--- config.mk ---
export PLATFORM = sky130hd
export DESIGN_NAME = adder_share_arbiter_flat
export DESIGN_NICKNAME = d
export VERILOG_FILES = /design/src/rtl/adder_share_arbiter_pkg.sv /design/src/rtl/adder_share_arbiter_if.sv /design/src/rtl/adder_share_arbiter_rr_arbiter.sv /design/src/rtl/adder_share_arbiter.sv /design/src/flat_wrapper.sv
export SDC_FILE = /design/constraint.sdc
export NUM_CORES = 1
export LEC_CHECK = 0
export CORE_ASPECT_RATIO = 0.75
export CORE_MARGIN = 8
export CORE_UTILIZATION = 40
export DETAILED_ROUTE_END_ITERATION = 12
export DONT_BUFFER_PORTS = 1
export GPL_TIMING_DRIVEN = 0
export PLACE_DENSITY = 0.61
export SYNTH_ARGS = -nofsm -noshare
export SYNTH_HDL_FRONTEND = slang
export SYNTH_SLANG_ARGS = --single-unit
--- constraint.sdc ---
create_clock -name clk -period 3.08 [get_ports clk]
set_input_delay 0.616 -clock clk [delete_from_list [all_inputs] [get_ports clk]]
set_output_delay 0.616 -clock clk [all_outputs]
set_load 0.05 [all_outputs]
--- src/rtl/adder_share_arbiter_pkg.sv ---
// Shared types and default sizes for the shared-adder arbiter.
package adder_arb_pkg;

    localparam int DEF_NUM_REQ = 4;
    localparam int DEF_DW      = 4;

    typedef enum logic [1:0] {
        IDLE,
        CALC,
        RESP
    } arb_state_t;

endpackage

--- src/rtl/adder_share_arbiter_if.sv ---
// Request/response bundle between client blocks (master) and the shared adder (slave).
interface adder_share_arbiter_if
    import adder_arb_pkg::*;
#(
    parameter int NUM_REQ = DEF_NUM_REQ,
    parameter int DW      = DEF_DW
);
    localparam int IDW = $clog2(NUM_REQ);

    logic [NUM_REQ-1:0]    req_valid;
    logic [NUM_REQ*DW-1:0] req_a;
    logic [NUM_REQ*DW-1:0] req_b;
    logic [NUM_REQ-1:0]    req_ready;
    logic                  rsp_valid;
    logic [DW:0]           rsp_sum;
    logic [IDW-1:0]        rsp_id;
    logic                  rsp_ready;
    logic                  busy;

    modport master (
        output req_valid, req_a, req_b, rsp_ready,
        input  req_ready, rsp_valid, rsp_sum, rsp_id, busy
    );

    modport slave (
        input  req_valid, req_a, req_b, rsp_ready,
        output req_ready, rsp_valid, rsp_sum, rsp_id, busy
    );

endinterface

--- src/rtl/adder_share_arbiter_rr_arbiter.sv ---
// Combinational round-robin picker: first requester after last_grant_i, wrapping.
module rr_arbiter #(
    parameter  int N   = 4,
    localparam int IDW = $clog2(N)
) (
    input  logic [N-1:0]   req_i,
    input  logic [IDW-1:0] last_grant_i,
    output logic [N-1:0]   gnt_o,
    output logic [IDW-1:0] gnt_idx_o
);

    logic           found;
    logic [IDW-1:0] idx;

    // NOTE: every output gets a default before the search loop so no latch is inferred.
    always_comb begin
        gnt_o     = '0;
        gnt_idx_o = '0;
        found     = 1'b0;
        idx       = '0;
        for (int k = 1; k <= N; k++) begin
            idx = IDW'((int'(last_grant_i) + k) % N);
            if (!found && req_i[idx]) begin
                gnt_o[idx] = 1'b1;
                gnt_idx_o  = idx;
                found      = 1'b1;
            end
        end
    end

endmodule

--- src/rtl/adder_share_arbiter.sv ---
// Shares one DW-bit adder among NUM_REQ clients: accept in IDLE, add in CALC, hold result in RESP.
module adder_share_arbiter
    import adder_arb_pkg::*;
#(
    parameter int NUM_REQ = DEF_NUM_REQ,
    parameter int DW      = DEF_DW
) (
    input logic                 clk,
    input logic                 rst,
    adder_share_arbiter_if.slave bus
);

    localparam int IDW = $clog2(NUM_REQ);

    arb_state_t     state_q, state_d;
    logic [IDW-1:0] last_grant_q, last_grant_d;
    logic [IDW-1:0] grant_id_q, grant_id_d;
    logic [DW-1:0]  op_a_q, op_a_d;
    logic [DW-1:0]  op_b_q, op_b_d;
    logic [DW:0]    rsp_sum_q, rsp_sum_d;
    logic [IDW-1:0] rsp_id_q, rsp_id_d;
    logic           rsp_valid_q, rsp_valid_d;

    logic [NUM_REQ-1:0] gnt;
    logic [IDW-1:0]     gnt_idx;
    logic [NUM_REQ-1:0] req_ready_w;
    logic               accept;
    logic [DW-1:0]      a_arr [NUM_REQ];
    logic [DW-1:0]      b_arr [NUM_REQ];

    rr_arbiter #(.N(NUM_REQ)) u_rr (
        .req_i        (bus.req_valid),
        .last_grant_i (last_grant_q),
        .gnt_o        (gnt),
        .gnt_idx_o    (gnt_idx)
    );

    always_comb begin
        for (int i = 0; i < NUM_REQ; i++) begin
            a_arr[i] = bus.req_a[i*DW +: DW];
            b_arr[i] = bus.req_b[i*DW +: DW];
        end
    end

    // Grants are offered only in IDLE and never while reset is held.
    assign req_ready_w = (state_q == IDLE && !rst) ? gnt : '0;
    assign accept      = |req_ready_w;

    always_comb begin
        state_d      = state_q;
        last_grant_d = last_grant_q;
        grant_id_d   = grant_id_q;
        op_a_d       = op_a_q;
        op_b_d       = op_b_q;
        rsp_sum_d    = rsp_sum_q;
        rsp_id_d     = rsp_id_q;
        rsp_valid_d  = rsp_valid_q;
        case (state_q)
            IDLE: begin
                if (accept) begin
                    op_a_d     = a_arr[gnt_idx];
                    op_b_d     = b_arr[gnt_idx];
                    grant_id_d = gnt_idx;
                    state_d    = CALC;
                end
            end
            CALC: begin
                rsp_sum_d   = {1'b0, op_a_q} + {1'b0, op_b_q};
                rsp_id_d    = grant_id_q;
                rsp_valid_d = 1'b1;
                state_d     = RESP;
            end
            RESP: begin
                if (bus.rsp_ready) begin
                    rsp_valid_d  = 1'b0;
                    last_grant_d = rsp_id_q;
                    state_d      = IDLE;
                end
            end
            default: state_d = IDLE;
        endcase
    end

    // NOTE: state updates use non-blocking assignments so all registers see pre-edge values.
    always_ff @(posedge clk or posedge rst) begin
        if (rst) begin
            state_q      <= IDLE;
            last_grant_q <= IDW'(NUM_REQ - 1);
            grant_id_q   <= '0;
            op_a_q       <= '0;
            op_b_q       <= '0;
            rsp_sum_q    <= '0;
            rsp_id_q     <= '0;
            rsp_valid_q  <= 1'b0;
        end else begin
            state_q      <= state_d;
            last_grant_q <= last_grant_d;
            grant_id_q   <= grant_id_d;
            op_a_q       <= op_a_d;
            op_b_q       <= op_b_d;
            rsp_sum_q    <= rsp_sum_d;
            rsp_id_q     <= rsp_id_d;
            rsp_valid_q  <= rsp_valid_d;
        end
    end

    assign bus.req_ready = req_ready_w;
    assign bus.rsp_valid = rsp_valid_q;
    assign bus.rsp_sum   = rsp_sum_q;
    assign bus.rsp_id    = rsp_id_q;
    assign bus.busy      = (state_q != IDLE);

endmodule

--- src/flat_wrapper.sv ---
// flat-port wrapper written by rule: the top's interface ports become plain ports
module adder_share_arbiter_flat import adder_arb_pkg::*;
#(
    parameter int NUM_REQ = DEF_NUM_REQ,
    parameter int DW      = DEF_DW
)
  (clk, rst, bus_req_valid, bus_req_a, bus_req_b, bus_rsp_ready, bus_req_ready, bus_rsp_valid, bus_rsp_sum, bus_rsp_id, bus_busy);
  adder_share_arbiter_if #(.NUM_REQ(NUM_REQ), .DW(DW)) bus_i ();
  input logic clk;
  input logic rst;
  input wire logic [$bits(bus_i.req_valid)-1:0] bus_req_valid;
  input wire logic [$bits(bus_i.req_a)-1:0] bus_req_a;
  input wire logic [$bits(bus_i.req_b)-1:0] bus_req_b;
  input wire logic [$bits(bus_i.rsp_ready)-1:0] bus_rsp_ready;
  output wire logic [$bits(bus_i.req_ready)-1:0] bus_req_ready;
  output wire logic [$bits(bus_i.rsp_valid)-1:0] bus_rsp_valid;
  output wire logic [$bits(bus_i.rsp_sum)-1:0] bus_rsp_sum;
  output wire logic [$bits(bus_i.rsp_id)-1:0] bus_rsp_id;
  output wire logic [$bits(bus_i.busy)-1:0] bus_busy;
  assign bus_i.req_valid = bus_req_valid;
  assign bus_i.req_a = bus_req_a;
  assign bus_i.req_b = bus_req_b;
  assign bus_i.rsp_ready = bus_rsp_ready;
  assign bus_req_ready = bus_i.req_ready;
  assign bus_rsp_valid = bus_i.rsp_valid;
  assign bus_rsp_sum = bus_i.rsp_sum;
  assign bus_rsp_id = bus_i.rsp_id;
  assign bus_busy = bus_i.busy;
  adder_share_arbiter #(.NUM_REQ(NUM_REQ), .DW(DW)) u_core (.clk(clk), .rst(rst), .bus(bus_i));
endmodule
==> results of run 1 <==
-- Yosys cell counts (3+ instances only) --
cell	n	area, sq um
ha_1	12	150.1
mux2_2	4	45.04
buf_6	3	33.78
o21a_1	3	22.52
o211ai_1	33	247.7
nand2_1	15	56.30
a221oi_1	3	26.28
o21ai_1	4	20.02
o21ai_0	23	115.1
buf_2	3	15.01
clkbuf_1	15	56.30
inv_1	19	71.32
dfrtp_1	20	500.5
nand2b_1	3	18.77
nand3_1	18	90.09
mux4_2	4	90.09
mux2i_1	19	190.2
nor2_1	8	30.03
a21oi_1	6	30.03
and2_1	4	25.02
-- final cells by class --
| type | instances | area, sq um | area share |
|---|---|---|---|
| multi-input cells | 183 | 1464 | 0.5718 |
| flip-flops and latches | 22 | 553.0 | 0.2160 |
| repair buffers | 23 | 176.4 | 0.06891 |
| plain buffers | 19 | 123.9 | 0.04839 |
| inverters | 21 | 95.09 | 0.03715 |
| well taps | 75 | 93.84 | 0.03666 |
| clock buffers | 4 | 45.04 | 0.01760 |
| repair inverters | 1 | 8.758 | 0.003421 |
-- worst paths after layout --
kind	endpoint	cells after the start	start	slack, ns
max	bus_req_ready[2]	8	u_core.last_grant_q[0]	-0.14
min	u_core.bus.rsp_sum[3]	1	rst	0.41
max reg2reg	u_core.grant_id_q[1]	11	u_core.last_grant_q[0]	0.14
min reg2reg	u_core.grant_id_q[1]	2	u_core.grant_id_q[1]	0.53
max in group asynchronous	u_core.op_b_q[2]	1	rst	2.14
min in group clk	u_core.state_q[1]	1	bus_rsp_ready	0.46
-- cell families (layout without fill, tap and decap cells) --
group / Yosys count / count (layout)
compound gates: 89 / 89
xor+xnor: 2 / 2
fa+ha+maj: 13 / 13
buf+inv: 43 / 68
flops: 22 / 22
mux: 27 / 27
simple gates: 52 / 52
-- metrics by stage --
step	TNS (ns)	std cells	worst slack [ns]	instance area (sq um)	hold WS [ns]
2_1_floorplan	-0.09975	248	-0.09975	2233	0.4860
3_3_place_gp	-2.799	323	-0.3724	2327	0.4957
3_5_place_dp	-2.881	323	-0.3491	2327	0.5179
4_1_cts	-0.5287	340	-0.1487	2467	0.4480
5_1_grt	-0.8331	348	-0.2240	2560	0.4407
6_report	-0.4707	348	-0.1405	2560	0.4065
-- report_power, final --
group	leakage, nW	total [mW]	switching, mW	internal, mW
combinational	0.807	2.59	1.43	1.16
clock	0.0228	0.184	0.0922	0.0922
sequential	0.263	0.725	0.282	0.444
total	1.09	3.50	1.81	1.69
-- registers in the layout, summed over array words and instances, names as in the netlist --
name and cells:
u_core.bus.rsp_id 2, u_core.grant_id_q 2, u_core.last_grant_q 2, u_core.op_b_q 4, u_core.op_a_q 4, u_core.bus.rsp_sum 5, u_core.state_q 2, u_core.bus.rsp_valid 1
-- per-layer routing --
metal | vias up | part of all wire | track usage
met5 | - | 0 | 0
met4 | 0 | 0.0050 | 0.03308
met3 | 2 | 0.070 | 0.04279
met2 | 64 | 0.45 | 0.2231
met1 | 932 | 0.47 | 0.2056
li1 | 965 | - | -
-- repair_timing --
item | 4_1_cts | 5_1_grt
setup buffers | 15 | 7
gates resized for setup | 5 | 11
endpoints found under the setup margin | 15 | 14
pin swaps | 3 | 5
endpoints found under the hold margin | 0 | 0
gates cloned | 0 | 2
==> results.toml, run 1 <==
[outcome]
status = "finished with violations"
violations = "setup timing"

[detailed_routing]
routed_wl_um = 6003
drc = 0
vias = 1963
drt-initial-drc-count = 93
wl_per_cell_um = 17.25
drt_first_pass_iters = 4
drtAntennaViolNets = 0
viasPerCell = 5.641

[worst_setup_path]
critical_path_required_ns = 2.46
path_class = "reg -> out"
slowest_stage = "dfstp_2"
critPathMaxFanout = 5
worst_setup_path_end_kind = "output port"
critPathMaxStageDelay_ns = 0.55
cp-start-kind = "register"
crit_buf_inv = 3
path_delay_family = "flip-flops"
crit_arrival_ns = 2.60
path_cells = "buf_8 > clkinv_8 > ha_4 > mux4_2 > nor4b_4 > buf_4 > and2_1 > o21a_4"

[timing]
post-route-min-period_ns = 3.221
timing.slew.headroom = 0.4344
hold_viol = 0
setup_viol = 4
fin_ws_ns = -0.1405
clock.fmax_ghz = 0.3105
worst_pin_slew_ns = 0.8474
rsz0062_at_grt = "true"
slew_violations = 0
fin_worst_skew_ns = 0.008871
timing.final.crit_share = 1.046

[yosys]
synthCells = 248
ys_types = 42
synthAdderAreaFrac = 0.07963
ys_ff_latch = 22
synth_xor_area_frac = 0.008197
ys_seq_area_frac = 0.2588
async_reset_ff_frac = 1.000
synth_top_flop_cell = "dfrtp_1"
syn-cell-area_sq_um = 2137
synth_compound_area_frac = 0.2863
synth-simple-area-share = 0.1270
synth_edf_count = 0
synth_fp_nets = 300
synth_top_family_by_area = "compound AO/OA/AOI/OAI gates"
synth.avg_cell_area_sq_um = 8.617
yosys_warnings = 0
synthMuxAreaShare = 0.1522

[clock_network]
cts_tree = "yes"
cts_max_level = 1
insertion_delay_ns = 0.26
clk_pin_slew_ns = 0.08
cts_buffers = 3
clockBufferDepth = 2
holdBufCountCts = 0
cts.sinks = 22
clock-root-buffer = "clkbuf_8"

[global_route]
grt_pass1_vias = 1905
grt_pass1_wl_um = 9632
grt_overflow = 0
grt_usage = 0.1488
grt_max_degree = 23
antenna_found_initial = 0

[floorplanning]
coreArea_sq_um = 5238
dieArea_sq_um = 7962
rows = 23
die_h_um = 79.30
start_util = 0.4080
io_pins = 52
fp.dieW_um = 100.4

[placement]
port-buffer-count = 0
hpwlAfterDp_um = 4370
gp_congestion = 0.8033

[layout]
final_cell_mix = "o211ai_1, o21ai_0, buf_4, dfrtp_1, mux2i_1"
layout_commonest_cell = "o211ai_1"
n_antenna_cell = 0
syn_to_final_growth_pct = 19.79
fillers = 534
final_util = 0.4888
layout.nets = 326
drive_gt1_frac = 0.2308

[run]
cap_viol_max_count = 0

[pwr]
power_density_nw_per_um2 = 1368
ir_drop_mv = 0.6015
report.power.total_mw = 3.502
leakagePower_nw = 1.093

[worst_hold_path]
hp-class = "in -> async"
No activity file was read; power rests on OpenSTA's default activity.
==> run 2, diff against run 1 <==
--- a/config.mk
+++ b/config.mk
@@ -11,7 +11,9 @@
 export DETAILED_ROUTE_END_ITERATION = 12
 export DONT_BUFFER_PORTS = 1
 export GPL_TIMING_DRIVEN = 0
-export PLACE_DENSITY = 0.61
+export PLACE_DENSITY = 0.59
+export SLEW_MARGIN = 20
 export SYNTH_ARGS = -nofsm -noshare
 export SYNTH_HDL_FRONTEND = slang
 export SYNTH_SLANG_ARGS = --single-unit
+export TNS_END_PERCENT = 50
==> constraint.sdc (replaced) <==
create_clock -name clk -period 4.2 [get_ports clk]
set_input_delay 0.84 -clock clk [delete_from_list [all_inputs] [get_ports clk]]
set_output_delay 0.84 -clock clk [all_outputs]
set_load 0.05 [all_outputs]
==> results.toml, run 2 (synthesis results as in run 1) <==
[pwr]
power.internal_mw = 1.036
p_comb_frac = 0.691
leakagePower_nw = 0.9511
p_clk_frac = 0.066
ir_drop_mv = 0.3396
power_density_nw_per_um2 = 982.1
pwr-share-seq = 0.243
switching_share = 0.5402
p_sw_mw = 1.218

[detailed_routing]
drc = 0
wl_per_cell_um = 16.53
viasPerCell = 5.693
drtAntennaViolNets = 0
routed_wl_um = 5338
vias = 1839
drt-initial-drc-count = 75
drt_first_pass_iters = 4

[layout]
layout.nets = 301
syn_to_final_growth_pct = 7.377
final_cell_mix = "o211ai_1, o21ai_0, dfrtp_1, mux2i_1, inv_1"
final_util = 0.4381
n_antenna_cell = 0
fillers = 539
layout_commonest_cell = "o211ai_1"
largest_register_ffs = 5
drive_gt1_frac = 0.1129

[timing]
rsz0062_at_grt = "false"
setup_viol = 0
clock.fmax_ghz = 0.2527
post-route-min-period_ns = 3.958
fin_setup_tns_ns = 0
fin_ws_ns = 0.2423
hold_viol = 0
worst_pin_slew_ns = 0.8377
slew_violations = 0
whs_ns = 0.5321
timing.final.crit_share = 0.9423
fin_worst_skew_ns = 0.005484
timing.slew.headroom = 0.4415

[placement]
gp_congestion = 0.8113
port-buffer-count = 0
dp_slack_ns = -0.5642
hpwlAfterDp_um = 4245

[clock_network]
clock-root-buffer = "clkbuf_8"
post_cts_buffers = 0
cts_max_level = 1
insertion_delay_ns = 0.26
cts_buffers = 3
cts_tree = "yes"
cts.sinks = 22
clockBufferDepth = 2
clk_pin_slew_ns = 0.08

[worst_setup_path]
crit_arrival_ns = 3.12
reg2regPathDepth = 9
critPathMaxFanout = 21
critical_path_required_ns = 3.36
cp-start-kind = "register"
worst_setup_path_end_kind = "output port"
path_class = "reg -> out"

[floorplanning]
rows = 23
io_pins = 52
fp.dieW_um = 100.4
coreArea_sq_um = 5238
start_util = 0.4080
die_h_um = 79.30
dieArea_sq_um = 7962

[worst_hold_path]
hp-class = "reg -> reg"
min_path_cells = 2

[global_route]
grt_overflow = 0
grt_usage = 0.1372
grt_pass1_vias = 1819
antenna_found_initial = 0
grt_pass1_wl_um = 9114
grt_max_degree = 23

[run]
cap_viol_max_count = 0

[outcome]
status = "finished, final reports clean"
-- run 2: area by class of cell --
cell class / instances / area (sq um) / area share
clock buffer: 4 / 55.05 / 0.02399
multi-input combinational: 183 / 1420 / 0.6189
buffer: 18 / 93.84 / 0.04089
sequential: 22 / 553.0 / 0.2410
tap: 75 / 93.84 / 0.04089
inverter: 21 / 78.83 / 0.03435
-- run 2: worst paths after layout --
kind                                        start                    end  slack [ns]
max                        u_core.last_grant_q[0]       bus_req_ready[1]        0.24
min                          u_core.grant_id_q[0]   u_core.grant_id_q[0]        0.53
max reg2reg                u_core.last_grant_q[0]       u_core.op_a_q[1]        0.78
min reg2reg                  u_core.grant_id_q[0]   u_core.grant_id_q[0]        0.53
max in group asynchronous                     rst  u_core.bus.rsp_sum[2]        3.06
min in group asynchronous                     rst  u_core.bus.rsp_sum[3]        0.63
-- run 2: power by group through the flow --
| stage | clock network, mW | registers (mW) | logic, mW |
|---|---|---|---|
| after floorplan | 0 | 0.518 | 1.26 |
| after global placement | 0 | 0.542 | 1.54 |
| after detailed placement | 0 | 0.544 | 1.55 |
| after CTS | 0.156 | 0.550 | 1.57 |
| after global routing | 0.170 | 0.565 | 1.73 |
| final | 0.150 | 0.547 | 1.56 |
-- run 2: critical path: stages (launching register included) --
cell	delay (ns)
dfstp_2	0.58
buf_6	0.15
inv_2	0.17
ha_4	0.38
mux4_2	0.44
clkbuf_1	0.41
o21a_1	0.36
a21boi_4	0.37
-- run 2: metal layers --
| layer | up-vias | wire (um) | track usage |
|---|---|---|---|
| li1 | 920 | - | - |
| met1 | 866 | 2695 | 0.1953 |
| met2 | 51 | 2236 | 0.2012 |
| met3 | 2 | 390 | 0.04454 |
| met4 | 0 | 17 | 0.01504 |
| met5 | - | 0 | 0 |
-- run 2: metrics by stage --
step	total power, mW	cell area, sq um	std cells
floorplan	1.781	2137	248
global placement	2.080	2231	323
detailed placement	2.098	2231	323
CTS	2.276	2298	324
global route	2.466	2295	323
finish	2.254	2295	323
-- run 2: repair_timing --
item / 4_1_cts / 5_1_grt
setup endpoints to repair: 4 / 1
resized for setup: 4 / 0
pin swaps: 1 / 1
hold buffers: 0 / 0
==> run 3, diff against run 2 <==
==> constraint.sdc (replaced) <==
create_clock -name clk -period 3.9 [get_ports clk]
set_input_delay 0.78 -clock clk [delete_from_list [all_inputs] [get_ports clk]]
set_output_delay 0.78 -clock clk [all_outputs]
set_load 0.05 [all_outputs]
==> results.toml, run 3 (synthesis results as in run 1) <==
[outcome]
status = "finished, final reports clean"

[placement]
gp_congestion = 0.8345
port-buffer-count = 0
hpwlAfterDp_um = 4221

[timing]
fin_setup_tns_ns = 0
setup_viol = 0
fin_worst_skew_ns = 0.003540
timing.slew.headroom = 0.4469
rsz0062_at_grt = "false"
post-route-min-period_ns = 3.722
timing.final.crit_share = 0.9545
clock.fmax_ghz = 0.2686
slew_violations = 0
hold_viol = 0
worst_pin_slew_ns = 0.8287

[floorplanning]
rows = 23
die_h_um = 79.30
dieArea_sq_um = 7962
coreArea_sq_um = 5238
start_util = 0.4080
fp.dieW_um = 100.4
io_pins = 52

[clock_network]
clk_pin_slew_ns = 0.08
holdBufCountCts = 0
post_cts_buffers = 0
cts_max_level = 1
clockBufferDepth = 2
cts.sinks = 22
clock-root-buffer = "clkbuf_8"
insertion_delay_ns = 0.26
cts_buffers = 3
cts_tree = "yes"

[detailed_routing]
top_layer_used = "met4"
route.met2.wl_um = 2188
wl_met1_um = 2655
drt_first_pass_iters = 4
routed_wl_um = 5327
dr_wl_met3_um = 460
viasPerCell = 5.591
drc = 0
drtAntennaViolNets = 0
drt-initial-drc-count = 69
wl_per_cell_um = 16.49
vias = 1806

[worst_hold_path]
hp-class = "reg -> reg"
min_path_cells = 2
min-delay-start = "u_core.grant_id_q[1]"
holdPathEnd = "u_core.bus.rsp_id[1]"

[worst_setup_path]
path_class = "reg -> out"
critPathMaxStageDelay_ns = 0.59
timing.rr.start = "u_core.last_grant_q[0]"
critical_path_required_ns = 3.12
path_cells = "buf_6 > inv_2 > ha_4 > mux4_2 > nor4b_4 > nand2_1 > a21boi_4"
rrSetupSlack_ns = 0.72
cp-start-kind = "register"
worst_setup_path_end_kind = "output port"
reg2regPathDepth = 10
crit_arrival_ns = 2.94
reg2reg_to = "u_core.op_a_q[1]"
slowest_stage = "dfstp_2"
critPathMaxFanout = 21

[pwr]
switching_share = 0.5411
p_clk_frac = 0.061
pwr-share-seq = 0.244
ir_drop_mv = 0.4139
report.power.total_mw = 2.404
p_comb_frac = 0.695
p_sw_mw = 1.301
power.internal_mw = 1.103
power_density_nw_per_um2 = 1050
leakagePower_nw = 0.9502

[global_route]
grt_overflow = 0
grt_usage = 0.1326
grt_pass1_vias = 1693
antenna_found_initial = 0
grt_max_degree = 23
grt_pass1_wl_um = 8721

[layout]
syn_to_final_growth_pct = 7.143
final_cell_mix = "o211ai_1, o21ai_0, dfrtp_1, mux2i_1, inv_1"
largest_register_ffs = 5
fillers = 539
seq_area_sq_um = 553.0
layout_commonest_cell = "o211ai_1"
final_util = 0.4372
n_antenna_cell = 0
layout.nets = 301
drive_gt1_frac = 0.1250
multi_input_area_sq_um = 1424

[run]
cap_viol_max_count = 0
-- run 3: cell types whose count changed in the layout (fill, tap and decap cells not counted) --
| cell | delta |
|---|---|
| clkbuf_8 | -1 |
| o21a_2 | +1 |
| and2_1 | -2 |
| and2_2 | +2 |
| o21a_1 | -1 |
| buf_2 | +1 |
-- run 3: routing by layer --
layer / vias to the layer above / global-route usage
met5: - / 0
met4: 0 / 0.01805
met3: 2 / 0.04629
met2: 57 / 0.1819
met1: 829 / 0.1955
li1: 918 / -
-- run 3: power groups by stage --
stage / registers (mW) / clock network (mW) / logic [mW]
after floorplan: 0.557 / 0 / 1.36
after global placement: 0.584 / 0 / 1.66
after detailed placement: 0.584 / 0 / 1.67
after CTS: 0.592 / 0.149 / 1.67
after global routing: 0.608 / 0.167 / 1.86
final: 0.587 / 0.146 / 1.67
-- run 3: what timing repair did --
action | in CTS | in global routing
gates resized for setup | 3 | 7
pin swaps | 1 | 1
setup endpoints to repair | 4 | 4
-- run 3: metrics by stage --
step / hold WS, ns / setup WS (ns) / cells / instance area (sq um)
after floorplan: 0.4860 / 0.006167 / 248 / 2141
after global placement: 0.5005 / -0.5944 / 323 / 2235
after detailed placement: 0.5103 / -0.5769 / 323 / 2235
after CTS: 0.5304 / 0.001270 / 323 / 2285
after global routing: 0.5389 / 0.0003315 / 323 / 2290
final: 0.5249 / 0.1776 / 323 / 2290
-- run 3: final cells by class --
class,instances,share of cell area
Buffer,18,0.04153
Clock buffer,4,0.01967
Inverter,21,0.03443
Multi-Input combinational cell,183,0.6219
Sequential cell,22,0.2415
Tap cell,75,0.04098
-- run 3: worst max-delay path by stage --
| stage | start | end | slack (ns) | depth (start not counted) |
|---|---|---|---|---|
| CTS | u_core.last_grant_q[0] | bus_req_ready[1] | 0.001 | 7 |
| global placement | u_core.last_grant_q[1] | bus_req_ready[1] | -0.59 | 9 |
| global route | u_core.last_grant_q[0] | bus_req_ready[1] | 0.0003 | 7 |
| finish | u_core.last_grant_q[0] | bus_req_ready[1] | 0.18 | 7 |
| detailed placement | u_core.last_grant_q[1] | bus_req_ready[1] | -0.58 | 9 |
| floorplan | u_core.last_grant_q[0] | bus_req_ready[1] | 0.006 | 10 |
-- run 3: critical path: cells and delay by family (launching register included) --
family	cells	cell delay (ns)
flops	1	0.59
mux	1	0.40
fa+ha+maj	1	0.37
compound gates	1	0.38
simple gates	2	0.62
buf+inv	2	0.32
